## src/rtl/vend_pkg.sv

```systemverilog
// Shared types, coin values and seven-segment glyphs for the vending controller.
package vend_pkg;

  typedef enum logic [1:0] {
    NONE = 2'b00,
    ONE  = 2'b01,
    TWO  = 2'b10,
    FIVE = 2'b11
  } coin_e;

  typedef enum logic [1:0] {
    IDLE,
    COLLECT,
    VEND,
    CHANGE
  } state_e;

  function automatic logic [6:0] coin_value(coin_e c);
    logic [6:0] v;
    v = 7'd0;
    unique case (c)
      NONE: v = 7'd0;
      ONE:  v = 7'd1;
      TWO:  v = 7'd2;
      FIVE: v = 7'd5;
      default: v = 7'd0;
    endcase
    return v;
  endfunction

  localparam logic [6:0] SEG_0 = 7'h3F;
  localparam logic [6:0] SEG_1 = 7'h06;
  localparam logic [6:0] SEG_2 = 7'h5B;
  localparam logic [6:0] SEG_3 = 7'h4F;
  localparam logic [6:0] SEG_4 = 7'h66;
  localparam logic [6:0] SEG_5 = 7'h6D;
  localparam logic [6:0] SEG_6 = 7'h7D;
  localparam logic [6:0] SEG_7 = 7'h07;
  localparam logic [6:0] SEG_8 = 7'h7F;
  localparam logic [6:0] SEG_9 = 7'h6F;

endpackage

```

## src/rtl/vend_seg_dec.sv

```systemverilog
// BCD digit to active-high seven-segment pattern (bit0 = a .. bit6 = g).
module vend_seg_dec
  import vend_pkg::*;
(
  input  logic [3:0] bcd,
  output logic [6:0] seg
);

  always_comb begin
    seg = 7'h00;
    case (bcd)
      4'd0: seg = SEG_0;
      4'd1: seg = SEG_1;
      4'd2: seg = SEG_2;
      4'd3: seg = SEG_3;
      4'd4: seg = SEG_4;
      4'd5: seg = SEG_5;
      4'd6: seg = SEG_6;
      4'd7: seg = SEG_7;
      4'd8: seg = SEG_8;
      4'd9: seg = SEG_9;
      default: seg = 7'h00;
    endcase
  end

endmodule

```

## src/rtl/vend_ctrl.sv

```systemverilog
// Vending transaction controller: credit, vend pulse, greedy change, display.
// Optional idle refund timer in COLLECT is built when VEND_TIMEOUT_EN is defined.
module vend_ctrl
  import vend_pkg::*;
#(
  parameter int PRICE          = 15,
  parameter int TIMEOUT_CYCLES = 1000
) (
  input  logic       clock,
  input  logic       reset,
  input  logic [1:0] coin_in,
  input  logic       cancel_in,
  input  logic       chg_ready,
  output logic       done_out,
  output logic       coin_rej,
  output logic       chg_valid,
  output logic [1:0] chg_coin,
  output logic [6:0] lsb7seg_out,
  output logic [6:0] msb7seg_out
);

  localparam logic [6:0] PRICE_V = 7'(PRICE);

  state_e     state_q, state_d;
  logic [6:0] credit_q, credit_d;
  logic [6:0] change_q, change_d;
  logic       done_q, done_d;
  logic       rej_q, rej_d;
  logic [6:0] lsb_q, msb_q;

  coin_e      coin;
  logic [6:0] cval;
  logic [6:0] sum;
  coin_e      give;
  logic       tmo;

  assign coin = coin_e'(coin_in);
  assign cval = coin_value(coin);
  assign sum  = credit_q + cval;

  always_comb begin
    give = ONE;
    unique case (1'b1)
      (change_q >= 7'd5):                     give = FIVE;
      (change_q >= 7'd2 && change_q < 7'd5):  give = TWO;
      default:                                give = ONE;
    endcase
  end

`ifdef VEND_TIMEOUT_EN
  localparam logic [9:0] TMO_LAST = 10'(TIMEOUT_CYCLES - 1);

  logic [9:0] idle_q, idle_d;

  assign tmo = (state_q == COLLECT) && (coin == NONE) && (idle_q == TMO_LAST);

  // Counter only runs while waiting in COLLECT; any coin or state change clears it.
  always_comb begin
    idle_d = 10'd0;
    if (state_q == COLLECT && coin == NONE && !tmo)
      idle_d = idle_q + 10'd1;
  end

  always_ff @(posedge clock) begin
    if (reset) idle_q <= 10'd0;
    else       idle_q <= idle_d;
  end
`else
  assign tmo = 1'b0;
`endif

  always_comb begin
    state_d  = state_q;
    credit_d = credit_q;
    change_d = change_q;
    done_d   = 1'b0;
    rej_d    = 1'b0;
    unique case (state_q)
      IDLE: begin
        if (coin != NONE) begin
          if (cval >= PRICE_V) begin
            change_d = cval - PRICE_V;
            credit_d = 7'd0;
            done_d   = 1'b1;
            state_d  = VEND;
          end else begin
            credit_d = cval;
            state_d  = COLLECT;
          end
        end
      end
      COLLECT: begin
        if (sum >= PRICE_V) begin
          change_d = sum - PRICE_V;
          credit_d = 7'd0;
          done_d   = 1'b1;
          state_d  = VEND;
        end else if (cancel_in || tmo) begin
          change_d = sum;
          credit_d = 7'd0;
          state_d  = CHANGE;
        end else begin
          credit_d = sum;
        end
      end
      VEND: begin
        rej_d   = (coin != NONE);
        state_d = (change_q != 7'd0) ? CHANGE : IDLE;
      end
      CHANGE: begin
        rej_d = (coin != NONE);
        if (chg_ready) begin
          change_d = change_q - coin_value(give);
          if (change_d == 7'd0) state_d = IDLE;
        end
      end
      default: state_d = IDLE;
    endcase
  end

  logic [6:0] disp_val;
  logic [6:0] tens, ones;
  logic [6:0] lsb_d, msb_d;

  assign disp_val = (state_q == VEND || state_q == CHANGE) ? change_q : credit_q;
  assign tens     = disp_val / 7'd10;
  assign ones     = disp_val % 7'd10;

  vend_seg_dec u_seg_lsb (.bcd(ones[3:0]), .seg(lsb_d));
  vend_seg_dec u_seg_msb (.bcd(tens[3:0]), .seg(msb_d));

  always_ff @(posedge clock) begin
    if (reset) begin
      state_q  <= IDLE;
      credit_q <= 7'd0;
      change_q <= 7'd0;
      done_q   <= 1'b0;
      rej_q    <= 1'b0;
      lsb_q    <= SEG_0;
      msb_q    <= SEG_0;
    end else begin
      state_q  <= state_d;
      credit_q <= credit_d;
      change_q <= change_d;
      done_q   <= done_d;
      rej_q    <= rej_d;
      lsb_q    <= lsb_d;
      msb_q    <= msb_d;
    end
  end

  assign done_out    = done_q;
  assign coin_rej    = rej_q;
  assign chg_valid   = (state_q == CHANGE);
  assign chg_coin    = (state_q == CHANGE) ? give : NONE;
  assign lsb7seg_out = lsb_q;
  assign msb7seg_out = msb_q;

endmodule

```

## config.mk

```make
export PLATFORM = sky130hd
export DESIGN_NAME = vend_ctrl
export DESIGN_NICKNAME = d
export VERILOG_FILES = /design/src/rtl/vend_pkg.sv /design/src/rtl/vend_seg_dec.sv /design/src/rtl/vend_ctrl.sv
export SDC_FILE = /design/constraint.sdc
export NUM_CORES = 1
export LEC_CHECK = 0
export ABC_AREA = 1
export BUFFER_PORTS_ARGS = -buffer_cell sky130_fd_sc_hd__buf_2
export CAP_MARGIN = 20
export CORE_ASPECT_RATIO = 1.5
export CORE_MARGIN = 8
export CORE_UTILIZATION = 60
export CTS_CLUSTER_SIZE = 8
export DETAILED_ROUTE_END_ITERATION = 12
export GPL_TIMING_DRIVEN = 0
export PLACE_DENSITY = 0.81
export SYNTH_ARGS = -nofsm -noshare
export SYNTH_HDL_FRONTEND = slang
export SYNTH_HIERARCHICAL = 1
export SYNTH_SLANG_ARGS = --single-unit
```

## constraint.sdc

```tcl
create_clock -name clock -period 7.5 [get_ports clock]
set_input_delay 0.375 -clock clock [delete_from_list [all_inputs] [get_ports clock]]
set_output_delay 0.375 -clock clock [all_outputs]
set_load 0.005 [all_outputs]
```

==> metrics <==
TritonCTS clock tree=done; maximum clock frequency=0.277 GHz; worst-margin pin slew=0.682 ns; die height=96.2 µm; Post-DP HPWL=4830 µm; Buffers on Ports=24; min Tclk post-route=3.62 ns; CTS Buf Count=5; Die X=69.4 µm; leakage power=around 0.0015 µW; Clk network pwr share=0.110; overall routing resource usage=0.189; Post-CTS Resized=0; Comb power frac=0.697; post-route cell area=2840 µm²; Yosys cell types=34; hold buffer count at CTS=0; WP buf/inv=6; pwr/cell area=~460 nW/µm²; Ports=25; Max Cap Viol=0; row count=29; starting density of the core=0.616; grt ovf=0; worst-skew pair later-pin latency=0.28 ns; Initial DRC Count=136; slew margin rel.=0.540; Final Setup Violations=0; Final nets=467; fin. max-slew vios=0; Hold Path Class=input port to flop; Sw Share=0.508; Core Util, Final=0.682; largest net degree at the start of global routing=11; Setup TNS=0 ns; P_sw=between 600 and 700 µW; fraction of layout cells with a size suffix above 1=0.191; Syn Std Cell Area=2570 µm²; DR DRC count=0; highest-delay cell along the critical path=dfxtp_1; Synth Warn #=6; Worst setup EP type=flop; Pre-antenna DRT Iters=4; Syn Area/Cell=6.30 µm²; post-synth top area share=0.249; Root Buffer=clkbuf_8; number of global-route vias before repair=approximately 2.5k; Clock transition at path regs=0.06 ns; Setup Skew=~0.0038 ns; DIE AREA=6680 µm²; Wirelength per Cell=12.8 µm; crit path DAT=between 3 and 4 ns; Final Hold Violating Endpoints=0; #FFs+latches synth=32; P_int=between 600 and 700 µW; placed cell areas=2750 µm²; most frequent cells in the layout=136 x nand2_1, 50 x inv_1, 33 x nor2_1; Syn Inst Count=408; delay-heaviest family, CP=simple AND/OR/NAND/NOR gates; leading cell type in the layout, fill and taps excluded=nand2_1; r2r setup slk=between 3 and 4 ns; Worst Path Max Fanout=10; outcome=complete, no violations; CP Data Required Time=7.67 ns; Max Root-Sink Buffers=2; Synth area leader=dfxtp_1; share of the yosys chip area belonging to registers=0.249; dominant cells by area after synthesis=dfxtp_1 25%, nand2_1 20%, ha_1 9.7%; initial antenna violation count=0; # diodes=0; Worst VDD drop=approximately 0.44 mV; Layout area overhead=10.7%; period utilization=0.482; Post-CTS Repair Setup Buffers=0; first-pass GRT wire length=about 10000 µm; most frequent cell on the critical path=nand2_1; final wirelength=6210 µm; slowest stage delay, CP=between 0.3 and 0.4 ns; via count=2532; CTS Sinks=32; syn_nets=~440; critical path class=flop to flop; Startpoint Class=flop; Placeable Area=~4200 µm²; Via density=5.22; Fill cells=384; number of antenna-violating nets in the routed design=0; GPL Wtd Cong=0.919; # H-tree levels=2; RSZ-0062 raised after global routing=false; Flop pwr share=0.194
==> routing by layer <==
layer	part of all wire	GRT usage	wire (µm)	vias up
li1	-	-	-	1313
met1	0.37	0.166	2290	1141
met2	0.56	0.390	3470	57
met3	0.028	0.0237	176	21
met4	0.043	0.129	269	0
met5	0	0	0	-
==> registers in the layout (all words and copies together) (netlist names) <==
signal	cells
coin_rej	1
msb7seg_out	7
done_out	1
change_q	7
lsb7seg_out	7
credit_q	7
state_q	2
==> power groups by stage <==
| stage | clock (µW) | sequential (µW) | combinational (µW) |
|---|---|---|---|
| finish | 145 | 255 | 918 |
| global route | 155 | 261 | 1060 |
| CTS | 146 | 255 | 921 |
| detailed placement | 0 | 258 | 909 |
| global placement | 0 | 256 | 886 |
| floorplan | 0 | 255 | 720 |
==> layout make-up <==
| cell class | instances | area [µm²] | share of cell area |
|---|---|---|---|
| inverters | 66 | 248 | 0.0871 |
| well taps | 46 | 57.6 | 0.0202 |
| repair buffers | 24 | 120 | 0.0422 |
| multi-input cells | 304 | 1650 | 0.579 |
| plain buffers | 6 | 33.8 | 0.0119 |
| flip-flops and latches | 32 | 641 | 0.225 |
| clock buffers | 7 | 96.3 | 0.0339 |
==> logic make-up (layout without fill, tap and decap cells) <==
| family | count (synthesis) | in the layout | synth area share |
|---|---|---|---|
| compound gates | 36 | 36 | 0.0794 |
| buf+inv | 72 | 103 | 0.110 |
| fa+ha+maj | 22 | 22 | 0.113 |
| flops | 32 | 32 | 0.249 |
| xor+xnor | 11 | 11 | 0.0433 |
| simple gates | 235 | 235 | 0.406 |
==> path summary, 6_finish.rpt <==
| kind | from | end | cells after the start |
|---|---|---|---|
| hold / removal | reset | msb7seg_out[0]$_SDFF_PP1_ | 2 |
| setup reg to reg | state_q[1]$_SDFFE_PP0P_ | lsb7seg_out[3]$_SDFF_PP1_ | 29 |
| hold reg to reg | credit_q[6]$_SDFFE_PP0P_ | credit_q[6]$_SDFFE_PP0P_ | 2 |
| setup / recovery | state_q[1]$_SDFFE_PP0P_ | lsb7seg_out[3]$_SDFF_PP1_ | 29 |
==> cells in the mapped netlist, drive strengths merged <==
master	instances
fa	2
xor2	7
buf	2
nor4	2
inv	65
clkinv	1
a31oi	1
nand2	146
a21oi	17
ha	20
dfxtp	32
o21ai	13
nor3	9
o21a	1
clkbuf	4
xnor2	4
o211ai	1
or2	12
nand4	3
a31o	1
o22ai	2
nor2	36
nand3	27
==> metrics by stage <==
stage | cells | hold WS, ns | worst slack [ns] | power [µW]
3_5_place_dp | 478 | 0.465 | 3.95 | 1170
6_report | 485 | 0.345 | 3.88 | 1320
5_1_grt | 485 | 0.348 | 3.53 | 1470
3_3_place_gp | 478 | 0.460 | 4.03 | 1140
2_1_floorplan | 408 | 0.444 | 4.36 | 975
4_1_cts | 485 | 0.344 | 3.89 | 1320
Power figures use the tool's default switching activity.
